## config.mk

```make
export PLATFORM = sky130hd
export DESIGN_NAME = uart_rx_core
export DESIGN_NICKNAME = d
export VERILOG_FILES = /design/src/rtl/uart_rx_core.sv
export SDC_FILE = /design/constraint.sdc
export NUM_CORES = 1
export LEC_CHECK = 0
export ABC_AREA = 0
export ABC_CLOCK_PERIOD_IN_PS = 3000
export BUFFER_PORTS_ARGS = -buffer_cell sky130_fd_sc_hd__buf_2
export CAP_MARGIN = 0
export CORE_MARGIN = 8
export CORE_UTILIZATION = 30
export CTS_BUF_LIST = sky130_fd_sc_hd__clkbuf_16
export CTS_CLUSTER_DIAMETER = 30
export DETAILED_ROUTE_END_ITERATION = 8
export GPL_TIMING_DRIVEN = 0
export SYNTH_ARGS = -nofsm -noshare
export SYNTH_HDL_FRONTEND = slang
export SYNTH_SLANG_ARGS = --single-unit
```

## constraint.sdc

```tcl
create_clock -name clk -period 3 [get_ports clk]
set_clock_uncertainty 0.15 [all_clocks]
set_input_delay 0.15 -clock clk [delete_from_list [all_inputs] [get_ports clk]]
set_output_delay 0.15 -clock clk [all_outputs]
set_load 0.01 [all_outputs]
```

## src/rtl/uart_rx_core.sv

```systemverilog
// Oversampled UART receiver: 3-sample majority per bit, optional parity, 1-2 stop bits, registered word + flags.
// Latency: valid rises 1 clk after the ce cycle holding the last stop decision (plus 2 clk rxd synchroniser).
// Backpressure: valid/data held until ready; a word completing while one is still held is dropped and overrun pulses.
module uart_rx_core #(
    parameter int DATA_BITS  = 8,
    parameter int OVERSAMPLE = 16,
    parameter int PARITY     = 0,
    parameter int STOP_BITS  = 1
) (
    input  logic                 clk,
    input  logic                 clr_n,
    input  logic                 ce,
    input  logic                 rxd,
    output logic [DATA_BITS-1:0] data,
    output logic                 valid,
    input  logic                 ready,
    output logic                 parity_err,
    output logic                 frame_err,
    output logic                 overrun,
    output logic [2:0]           status
);

    localparam int CW = $clog2(OVERSAMPLE);
    localparam int IW = $clog2(DATA_BITS);
    localparam int H  = OVERSAMPLE / 2;
    localparam logic [CW-1:0] CNT_S0   = CW'(H - 1);
    localparam logic [CW-1:0] CNT_S1   = CW'(H);
    localparam logic [CW-1:0] CNT_DEC  = CW'(H + 1);
    localparam logic [CW-1:0] CNT_LAST = CW'(OVERSAMPLE - 1);
    localparam logic [IW-1:0] IDX_LAST = IW'(DATA_BITS - 1);
    localparam logic          STP_LAST = 1'(STOP_BITS - 1);

    typedef enum logic [2:0] {
        S_IDLE   = 3'b000,
        S_START  = 3'b001,
        S_DATA   = 3'b010,
        S_PARITY = 3'b011,
        S_STOP   = 3'b100
    } state_t;

    state_t               state, state_nxt;
    logic [CW-1:0]        cnt, cnt_nxt;
    logic [IW-1:0]        bit_idx, idx_nxt;
    logic                 stop_idx, stp_nxt;
    logic [DATA_BITS-1:0] shreg, sh_nxt;
    logic                 perr_acc, pe_nxt;
    logic                 ferr_acc, fe_nxt;
    logic                 done;
    logic                 rx_meta, rx_s;
    logic                 s0, s1;
    logic                 maj, dec, last, par_exp;

    always_ff @(posedge clk or negedge clr_n) begin
        if (!clr_n) begin
            rx_meta <= 1'b1;
            rx_s    <= 1'b1;
        end else begin
            rx_meta <= rxd;
            rx_s    <= rx_meta;
        end
    end

    // The third vote is the live synchronised sample on the decision tick.
    assign maj     = (s0 & s1) | (s0 & rx_s) | (s1 & rx_s);
    assign dec     = (cnt == CNT_DEC);
    assign last    = (cnt == CNT_LAST);
    assign par_exp = (PARITY == 2) ? ~(^shreg) : ^shreg;
    assign status  = state;

    always_ff @(posedge clk or negedge clr_n) begin
        if (!clr_n) begin
            s0 <= 1'b0;
            s1 <= 1'b0;
        end else if (ce) begin
            if (cnt == CNT_S0) s0 <= rx_s;
            if (cnt == CNT_S1) s1 <= rx_s;
        end
    end

    always_comb begin
        state_nxt = state;
        cnt_nxt   = cnt;
        idx_nxt   = bit_idx;
        stp_nxt   = stop_idx;
        sh_nxt    = shreg;
        pe_nxt    = perr_acc;
        fe_nxt    = ferr_acc;
        done      = 1'b0;
        if (ce) begin
            cnt_nxt = last ? '0 : cnt + 1'b1;
            case (state)
                S_IDLE: begin
                    cnt_nxt = '0;
                    idx_nxt = '0;
                    stp_nxt = 1'b0;
                    pe_nxt  = 1'b0;
                    fe_nxt  = 1'b0;
                    if (!rx_s) state_nxt = S_START;
                end
                S_START: begin
                    if (dec && maj) begin
                        state_nxt = S_IDLE;
                        cnt_nxt   = '0;
                    end else if (last) begin
                        state_nxt = S_DATA;
                    end
                end
                S_DATA: begin
                    if (dec) sh_nxt = {maj, shreg[DATA_BITS-1:1]};
                    if (last) begin
                        if (bit_idx == IDX_LAST) begin
                            idx_nxt   = '0;
                            state_nxt = (PARITY != 0) ? S_PARITY : S_STOP;
                        end else begin
                            idx_nxt = bit_idx + 1'b1;
                        end
                    end
                end
                S_PARITY: begin
                    if (dec) pe_nxt = (maj != par_exp);
                    if (last) state_nxt = S_STOP;
                end
                S_STOP: begin
                    if (dec) begin
                        if (!maj) fe_nxt = 1'b1;
                        // Leave on the last decision so a start edge right after the stop bit is caught.
                        if (stop_idx == STP_LAST) begin
                            done      = 1'b1;
                            state_nxt = S_IDLE;
                            cnt_nxt   = '0;
                        end
                    end else if (last) begin
                        stp_nxt = stop_idx + 1'b1;
                    end
                end
                default: begin
                    state_nxt = S_IDLE;
                    cnt_nxt   = '0;
                end
            endcase
        end
    end

    always_ff @(posedge clk or negedge clr_n) begin
        if (!clr_n) begin
            state    <= S_IDLE;
            cnt      <= '0;
            bit_idx  <= '0;
            stop_idx <= 1'b0;
            shreg    <= '0;
            perr_acc <= 1'b0;
            ferr_acc <= 1'b0;
        end else begin
            state    <= state_nxt;
            cnt      <= cnt_nxt;
            bit_idx  <= idx_nxt;
            stop_idx <= stp_nxt;
            shreg    <= sh_nxt;
            perr_acc <= pe_nxt;
            ferr_acc <= fe_nxt;
        end
    end

    always_ff @(posedge clk or negedge clr_n) begin
        if (!clr_n) begin
            data       <= '0;
            valid      <= 1'b0;
            parity_err <= 1'b0;
            frame_err  <= 1'b0;
            overrun    <= 1'b0;
        end else begin
            overrun <= done && valid && !ready;
            if (done && (!valid || ready)) begin
                data       <= shreg;
                parity_err <= perr_acc;
                frame_err  <= fe_nxt;
                valid      <= 1'b1;
            end else if (!done && valid && ready) begin
                valid <= 1'b0;
            end
        end
    end

endmodule

```

==> results.md, run 1 <==
- Total CTS buffers: 5
- Vias in the first global route: 1298
- DR WL/cell: 13.8 µm
- Die height: 93.7 µm
- Row count: 28
- Worst hold path type: in2reg
- Syn_nets: 167
- Post-DP HPWL: 2.58 mm
- Clock power frac: 34.8%
- DRC Markers: 0
- Syn Std Cell Area: 1810 µm²
- Vias: 1288
- Net load switching power: 558 µW
- Drt total wl: 3.61 mm
- RSZ-0062 raised after global routing: false
- Final instance area: 2190 µm²
- Area after DPL: 2000 µm²
- First drt pass iteration count: 4
- Area grow syn2layout: 21.0%
- Worst hold start: ready
- Root buffer cell: clkbuf_16
- Yosys reg bits: 37
- Die ar.: 8770 µm²
- Mean Syn Cell Area: 11.5 µm²
- Synth Flop Type: dfrtp_1
- Setup TNS: 0 ps
- Count leader, synth: dfrtp_1
- Final Max Slew Viols: 0
- Largest net degree at the start of global routing: 38
- Final cycle utilization of the critical path: 70.8%
- Antenna viol nets, final: 0
- Remaining Overflow, GRT: 0
- Mapped Cells: 157
- FMAX: 0.471 GHz
- Final Net Count: 195
- TritonCTS clock tree: done
- Final Hold Vio Count: 0
- Initial antenna violation count: 0
- Endpoints failing setup: 0
- Metal-1 WL: 1.76 mm
- Die width: 93.7 µm
- Worst Tran Pin Value: 804 ps
- Gp weighted congestion: 0.803
- Skew-Pair Late Insertion Delay: 280 ps
- I/O Pins: 20
- Worst reg2reg startpoint: cnt[1]
- Setup crit end kind: flop
- Via density: 4.93
- Post-synth ARST share: 100%
- Clk sink count: 37
- Area contributors post-synth: dfrtp_1 48%, mux2_2 14%, ha_1 3.5%, dfstp_2 2.9%, xnor2_1 2.9%
- Post-synthesis sequential area ratio: 51.3%
- Top cells by instance count after synthesis: 35 x dfrtp_1, 22 x mux2_2, 9 x nor2_1
- Met3 wire length: 166 µm
- Crit path kind: reg2reg
- Initial DRC count: 77
- Post-CTS Hold Buffers: 2
- Warnings from Yosys: 0
- Fraction of layout cells with a size suffix above 1: 33.3%
- # Post-CTS Setup Buffers: 0
- Fillers: 588
- Switching share of power: 32.4%
- EDFF count, synth: 0
- Worst vdd ir: 299 µV
- Highest Signal Layer: met4
- Clk buf depth: 2
- P_int: 1160 µW
- Diode count: 0
- Cell Pwr Density: 785 nW/µm²
- Status: finished clean
- Final min period: 2120 ps
- Initial Util: 30.7%
- Synth top area share: 48.4%
- Worst-path fanout max: 8
- Worst path required time: 3010 ps
- Clock transition at path regs: 60 ps
- CTS H-tree lvls: 2
- Netlist cell types: 43
- P_leak: 0.00106 µW
- First-pass GRT wire length: 6.38 mm
- Slew Limit Headroom: 46.4%
- PostCTS Resize Cnt: 0
- Post-synth top area cell: dfrtp_1
- Comb power frac: 26.9%
- Critical Path AT: 2140 ps
- Total global-route track usage: 9.20%
- Max_cap viols: 0
- Met2 WL: 1.63 mm
- I/O Buffers: 19
- Worst setup startpoint: cnt[1]
- Setup crit start kind: flop
- Sequential Power Share: 38.3%
- Core area: 5890 µm²
==> final cells by class <==
class,instances,area [µm²],share of cell area [%]
clock buffers,5,125,5.71
clock inverters,3,46.3,2.11
repair buffers,21,115,5.26
plain buffers,6,26.3,1.20
inverters,8,30.0,1.37
well taps,75,93.8,4.29
flip-flops and latches,37,928,42.4
multi-input cells,106,825,37.7
==> logic make-up after synthesis <==
logic type / after synthesis / share of synthesized area (%)
simple gates: 48 / 14.6
flops: 37 / 51.3
compound gates: 23 / 9.13
mux: 22 / 13.7
buf+inv: 14 / 3.11
xor+xnor: 7 / 4.15
fa+ha+maj: 6 / 4.01
==> placed cells by master (no fill, tap or decap), drive strengths merged, types with 6 or more instances in the layout <==
master and count:
nand2 8, nor2 9, nand4 6, mux2 22, nor3 9, clkbuf 8
xnor2 6, dfrtp 35, inv 8, buf 22
==> flip-flops by register name (all words and copies together) (netlist names), 3 cells and up <==
name / cells
bit_idx: 3
shreg: 8
data: 8
cnt: 4
status: 3
==> worst max-delay path: stages, from the launching register on <==
cell and delay, ps:
dfrtp_1 410, inv_1 110, ha_1 180, nand3b_1 160, nor3_2 600, mux2_2 410
==> final timing paths <==
kind                                  to  depth (start not counted)  slack, ps
worst max-delay path            shreg[5]                          5        880
worst min-delay path             overrun                          3         30
worst max register to register  shreg[5]                          5        880
worst min register to register      rx_s                          0        210
max in group asynchronous             s1                          2       1830
min in group asynchronous         cnt[3]                          2        350
==> power groups by stage <==
stage / Clock (µW) / Sequential [µW] / Combinational (µW)
2_1_floorplan: 0 / 654 / 339
3_3_place_gp: 0 / 663 / 452
3_5_place_dp: 0 / 666 / 455
4_1_cts: 615 / 657 / 463
5_1_grt: 641 / 670 / 523
6_report: 599 / 659 / 462
==> per-layer routing <==
| layer | vias up | global-route usage (%) |
|---|---|---|
| li1 | 629 | - |
| met1 | 629 | 11.4 |
| met2 | 22 | 14.0 |
| met3 | 8 | 3.36 |
| met4 | 0 | 4.23 |
| met5 | - | 0 |
==> stage by stage <==
stage / setup slack, ps / instances / util [%] / power [µW] / hold slack, ps
2_1_floorplan: 1190 / 157 / - / 993 / -296
3_5_place_dp: 889 / 251 / 33.9 / 1120 / 109
3_3_place_gp: 873 / 251 / 33.9 / 1110 / 108
6_report: 876 / 261 / 37.2 / 1720 / 25.1
4_1_cts: 871 / 261 / 37.2 / 1730 / 31.4
5_1_grt: 768 / 261 / 37.2 / 1830 / 68.5
Note: power is estimated with default switching activity, not from simulation.
==> run 2, diff against run 1 <==
--- a/config.mk
+++ b/config.mk
@@ -6,7 +6,7 @@
 export NUM_CORES = 1
 export LEC_CHECK = 0
 export ABC_AREA = 0
-export ABC_CLOCK_PERIOD_IN_PS = 3000
+export ABC_CLOCK_PERIOD_IN_PS = 1900
 export BUFFER_PORTS_ARGS = -buffer_cell sky130_fd_sc_hd__buf_2
 export CAP_MARGIN = 0
 export CORE_MARGIN = 8
==> constraint.sdc (replaced) <==
create_clock -name clk -period 1.9 [get_ports clk]
set_clock_uncertainty 0.15 [all_clocks]
set_input_delay 0.095 -clock clk [delete_from_list [all_inputs] [get_ports clk]]
set_output_delay 0.095 -clock clk [all_outputs]
set_load 0.01 [all_outputs]
==> run 2 against run 1 <==
Final cell count is 1.1% higher. Largest cell class unchanged. Register-to-register slack worse by 830 ps. Sequential power is 59% higher. Highest routed layer unchanged. Setup slack lost 830 ps. Maximum frequency increased by 15%. Via count rose by 2.6%.
==> results.md, run 2 (synthesized netlist as in run 1, its figures left out) <==
- First drt pass iteration count: 4 (unchanged)
- Largest net degree at the start of global routing: 38 (unchanged)
- Endpoints failing setup: 0 (unchanged)
- Antenna viol nets, final: 0 (unchanged)
- Setup crit end kind: flop (unchanged)
- Final instance area: 2290 µm² (was 2190 µm²)
- P_leak: 0.00109 µW (was 0.00106 µW)
- Worst vdd ir: 465 µV (was 299 µV)
- Critical Path AT: 1870 ps (was 2140 ps)
- Commonest cells after routing, fill and taps aside: 35 x dfrtp_1, 22 x mux2_2, 21 x buf_2 (unchanged)
- Die width: 93.7 µm (unchanged)
- Gp weighted congestion: 0.803 (unchanged)
- Final cycle utilization of the critical path: 97.4% (was 70.8%)
- Drt total wl: 3.92 mm (was 3.61 mm)
- Vias: 1322 (was 1288)
- Via density: 5.01 (was 4.93)
- Final cell count without fillers: 264 (was 261)
- Initial DRC count: 77 (unchanged)
- Clock power frac: 33.6% (was 34.8%)
- Cell Pwr Density: 1230 nW/µm² (was 785 nW/µm²)
- DR WL/cell: 14.8 µm (was 13.8 µm)
- CP max-delay cell: dfrtp_1 (was nor3_2)
- Max_cap viols: 0 (unchanged)
- Comb power frac: 29.3% (was 26.9%)
- Post-DP HPWL: 2.58 mm (unchanged)
- Root buffer cell: clkbuf_16 (unchanged)
- Worst path required time: 1920 ps (was 3010 ps)
- DRC Markers: 0 (unchanged)
- Final min period: 1850 ps (was 2120 ps)
- TritonCTS clock tree: done (unchanged)
- Status: finished clean (unchanged)
- First-pass GRT wire length: 6.39 mm (was 6.38 mm)
- Initial antenna violation count: 0 (unchanged)
- Initial Util: 30.7% (unchanged)
- Setup crit start kind: flop (unchanged)
- Fraction of layout cells with a size suffix above 1: 37.6% (was 33.3%)
- Worst hold path type: in2reg (unchanged)
- FMAX: 0.540 GHz (was 0.471 GHz)
- Net load switching power: 947 µW (was 558 µW)
- Final Hold Vio Count: 0 (unchanged)
- P_int: 1870 µW (was 1160 µW)
- Area after DPL: 2000 µm² (unchanged)
- Final Net Count: 198 (was 195)
- Clock transition at path regs: 60 ps (about the same)
- Slowest stage delay, CP: 420 ps (was 600 ps)
- Total CTS buffers: 5 (unchanged)
- Skew-Pair Late Insertion Delay: 280 ps (about the same)
- Diode count: 0 (unchanged)
- Remaining Overflow, GRT: 0 (unchanged)
- Core area: 5890 µm² (unchanged)
- Total global-route track usage: 9.22% (was 9.20%)
- Die ar.: 8770 µm² (unchanged)
- Sequential Power Share: 37.1% (was 38.3%)
- CTS H-tree lvls: 2 (unchanged)
- Final Max Slew Viols: 0 (unchanged)
- Worst-path fanout max: 6 (was 8)
- Worst Tran Pin Value: 805 ps (was 804 ps)
- Crit path kind: reg2reg (unchanged)
- I/O Pins: 20 (unchanged)
- I/O Buffers: 19 (unchanged)
- Register-to-register setup slack: 50 ps (was 880 ps)
- Crit path cell chain: ha_2 -> nand3_2 -> a211oi_4 -> mux2_2 (was inv_1 -> ha_1 -> nand3b_1 -> nor3_2 -> mux2_2)
- Switching share of power: 33.6% (was 32.4%)
- Clk buf depth: 2 (unchanged)
- Clk sink count: 37 (unchanged)
- Largest regs: data: 8 flops, shreg: 8 flops, cnt: 4 flops (unchanged)
- Commonest non-fill, non-tap cell in the layout: dfrtp_1 (unchanged)
- Slew Limit Headroom: 46.3% (was 46.4%)
- Die height: 93.7 µm (unchanged)
- Row count: 28 (unchanged)
- Placed cells: 251 (unchanged)
- WHS: 95.2 ps (was 25.1 ps)
- Area grow syn2layout: 26.3% (was 21.0%)
- Core Util, Final: 38.8% (was 37.2%)
- Vias in the first global route: 1284 (was 1298)
==> run 2: cell types whose count changed in the layout (fill, tap and decap cells not counted), moves of 2 or more <==
cell      delta
ha_1         -2
ha_2         +2
nor3_4       +2
buf_4        +2
a211oi_4     +2
a211oi_2     -2
==> run 2: timing repair <==
item	4_1_cts	5_1_grt
hold buffers	2	0
hold endpoints to repair	36	0
pin swaps	3	4
buffers inserted	1	2
setup endpoints to repair	21	23
cloned	0	1
resized for setup	6	5
==> run 2: worst paths after layout <==
path / from / end / cells past startpoint
setup / recovery: cnt[0] / bit_idx[0] / 4
hold / removal: ready / overrun / 3
setup reg to reg: cnt[0] / bit_idx[0] / 4
hold reg to reg: rx_meta / rx_s / 0
max in group asynchronous: clr_n / data[6] / 2
min in group asynchronous: clr_n / cnt[3] / 2
==> run 2: stage by stage <==
stage	power [µW]	setup slack (ps)	TNS, ps
2_1_floorplan	1570	87.1	0
3_3_place_gp	1760	-227	-3610
3_5_place_dp	1770	-211	-3750
4_1_cts	2770	10.2	0
5_1_grt	3000	-10.3	-10.3
6_report	2820	48.9	0
==> run 2: layout make-up <==
cell class | instances | area [µm²]
Timing Repair Buffer | 24 | 150
Clock inverter | 3 | 46.3
Clock buffer | 5 | 125
Tap cell | 75 | 93.8
Buffer | 5 | 21.3
Sequential cell | 37 | 928
Fill cell | 574 | 3600
Multi-Input combinational cell | 107 | 891
Inverter | 8 | 30.0
==> run 2: power groups by stage <==
| stage | registers [µW] | logic [µW] | clock network (µW) |
|---|---|---|---|
| 5_1_grt | 1060 | 919 | 1020 |
| 6_report | 1050 | 826 | 946 |
| 2_1_floorplan | 1030 | 536 | 0 |
| 4_1_cts | 1040 | 763 | 971 |
| 3_5_place_dp | 1050 | 719 | 0 |
| 3_3_place_gp | 1050 | 713 | 0 |
==> run 2: worst max-delay path, delay by kind of cell, from the launching register on <==
| family | cells | cell delay [ps] |
|---|---|---|
| flops | 1 | 420 |
| mux | 1 | 370 |
| compound gates | 1 | 340 |
| fa+ha+maj | 1 | 260 |
| simple gates | 1 | 200 |
==> run 2: metal layers <==
layer | vias to the layer above | share of wire (%) | GRT usage (%) | wire, µm
li1 | 640 | - | - | -
met1 | 651 | 48 | 11.5 | 1900
met2 | 25 | 46 | 13.9 | 1800
met3 | 6 | 4.3 | 3.36 | 168
met4 | 0 | 1.3 | 4.23 | 51
met5 | - | 0 | 0 | 0
==> run 3, diff against run 2 <==
--- a/config.mk
+++ b/config.mk
@@ -15,6 +15,7 @@
 export CTS_CLUSTER_DIAMETER = 30
 export DETAILED_ROUTE_END_ITERATION = 8
 export GPL_TIMING_DRIVEN = 0
+export RECOVER_POWER = 25
 export SYNTH_ARGS = -nofsm -noshare
 export SYNTH_HDL_FRONTEND = slang
 export SYNTH_SLANG_ARGS = --single-unit
==> run 3 against run 2 <==
Flip-flop and latch count is the same. First-iteration DRC count grew 12%. Sequential share of layout area grew 0.34 points. Wire length shrank 0.49%. Non-clock buffer count is the same. Via count shrank 0.45%. Final area shrank 0.82%. Critical path depth is the same. Clock-buffer cell count is the same. Final cell count is the same. Sequential power is essentially flat. Highest routed layer unchanged.
==> results.md, run 3 (synthesized netlist as in run 1, its figures left out) <==
- Antenna viol nets, final: 0 (unchanged)
- Fraction of layout cells with a size suffix above 1: 29.6% (was 37.6%)
- Setup crit end kind: flop (unchanged)
- Initial DRC count: 86 (was 77)
- Commonest cells after routing, fill and taps aside: 35 x dfrtp_1, 22 x mux2_2, 17 x clkbuf_1 (was 35 x dfrtp_1, 22 x mux2_2, 21 x buf_2)
- WHS: 97.6 ps (was 95.2 ps)
- FMAX: 0.543 GHz (was 0.540 GHz)
- Final min period: 1840 ps (was 1850 ps)
- Clk sink count: 37 (unchanged)
- Fillers: 580 (was 574)
- CTS H-tree lvls: 2 (unchanged)
- I/O Pins: 20 (unchanged)
- Clk buf depth: 2 (unchanged)
- Area after DPL: 2000 µm² (unchanged)
- Diode count: 0 (unchanged)
- Gp weighted congestion: 0.803 (unchanged)
- P_leak: 0.00103 µW (was 0.00109 µW)
- Initial Util: 30.7% (unchanged)
- Final Net Count: 198 (unchanged)
- Vias: 1316 (was 1322)
- Die width: 93.7 µm (unchanged)
- Endpoints failing setup: 0 (unchanged)
- Worst setup margin: 59.4 ps (was 48.9 ps)
- Via density: 4.98 (was 5.01)
- Initial antenna violation count: 0 (unchanged)
- Area grow syn2layout: 25.3% (was 26.3%)
- Worst-path fanout max: 6 (unchanged)
- DRC Markers: 0 (unchanged)
- Worst Tran Pin Value: 897 ps (was 805 ps)
- Placed cells: 251 (unchanged)
- DR WL/cell: 14.8 µm (about the same)
- First drt pass iteration count: 4 (unchanged)
- Row count: 28 (unchanged)
- First-pass GRT wire length: 6.39 mm (unchanged)
- TritonCTS clock tree: done (unchanged)
- Multi-input combinational cell area: 891 µm² (unchanged)
- Die ar.: 8770 µm² (unchanged)
- Critical Path AT: 1850 ps (was 1870 ps)
- Drt total wl: 3.90 mm (was 3.92 mm)
- Total CTS buffers: 5 (unchanged)
- Final instance area: 2270 µm² (was 2290 µm²)
- Max_cap viols: 0 (unchanged)
- I/O Buffers: 19 (unchanged)
- Setup crit start kind: flop (unchanged)
- Clock transition at path regs: 60 ps (about the same)
- FF/Latch Area: 928 µm² (unchanged)
- Final cell count without fillers: 264 (unchanged)
- Slew Limit Headroom: 40.2% (was 46.3%)
- Root buffer cell: clkbuf_16 (unchanged)
- Final cycle utilization of the critical path: 96.9% (was 97.4%)
- Final Max Slew Viols: 0 (unchanged)
- Largest regs: data: 8 flops, shreg: 8 flops, cnt: 4 flops (unchanged)
- Vias in the first global route: 1284 (unchanged)
- Worst path required time: 1910 ps (was 1920 ps)
- Status: finished clean (unchanged)
- Largest net degree at the start of global routing: 38 (unchanged)
- Crit path kind: reg2reg (unchanged)
- Core area: 5890 µm² (unchanged)
- Post-DP HPWL: 2.58 mm (unchanged)
- Cell Pwr Density: 1240 nW/µm² (was 1230 nW/µm²)
- Worst hold path type: in2reg (unchanged)
- Commonest non-fill, non-tap cell in the layout: dfrtp_1 (unchanged)
- Worst vdd ir: 465 µV (about the same)
- Final Hold Vio Count: 0 (unchanged)
- Die height: 93.7 µm (unchanged)
- Setup TNS: 0 ps (unchanged)
- Skew-Pair Late Insertion Delay: 280 ps (about the same)
- Total global-route track usage: 9.22% (unchanged)
- Placement Setup Slack: -211 ps (unchanged)
- Remaining Overflow, GRT: 0 (unchanged)
## run 3: cell types whose count changed in the layout (fill, tap and decap cells not counted)
cell / before / now
buf_2: 21 / 5
clkbuf_2: 0 / 1
clkbuf_1: 2 / 17
## run 3: metal layers
layer	share of wire, %	vias up	track usage, %
li1	-	638	-
met1	49	651	11.5
met2	47	23	13.9
met3	3.7	4	3.36
met4	0.69	0	4.23
met5	0	-	0
## run 3: final timing paths
kind,slack [ps],cells after the start,to,from
min in group asynchronous,340,2,cnt[3],clr_n
worst max register to register,60,4,bit_idx[0],cnt[0]
worst min-delay path,100,3,overrun,ready
worst min register to register,210,0,rx_s,rx_meta
worst max-delay path,60,4,bit_idx[0],cnt[0]
max in group asynchronous,710,2,data[6],clr_n
## run 3: layout make-up
type | count | share of cell area [%]
Inverter | 8 | 1.32
Multi-Input combinational cell | 107 | 39.3
Clock inverter | 3 | 2.04
Timing Repair Buffer | 24 | 5.79
Sequential cell | 37 | 40.9
Clock buffer | 5 | 5.52
Buffer | 5 | 0.938
Tap cell | 75 | 4.14
## run 3: metrics by stage
stage	utilization [%]	power, µW
2_1_floorplan	-	1570
4_1_cts	38.1	2770
6_report	38.5	2810
5_1_grt	38.5	2990
3_3_place_gp	33.9	1760
3_5_place_dp	33.9	1770
## run 3: power by group
part	leakage (µW)	switching [µW]	internal (µW)
sequential	0.000492	130	916
clock	0.0000800	322	620
combinational	0.000453	493	325
total	0.00103	945	1860
## run 3: worst max-delay path: stages (launching register included)
cell	delay, ps
dfrtp_1	420
ha_2	260
nand3_2	190
a211oi_4	340
mux2_2	370
## run 3: repair_timing
item / CTS / global route
cloned: 0 / 1
hold endpoints to repair: 36 / 0
pin swaps: 3 / 4
setup buffers: 1 / 2
hold buffers: 2 / 0
endpoints found under the setup margin: 21 / 23
resized for setup: 6 / 5
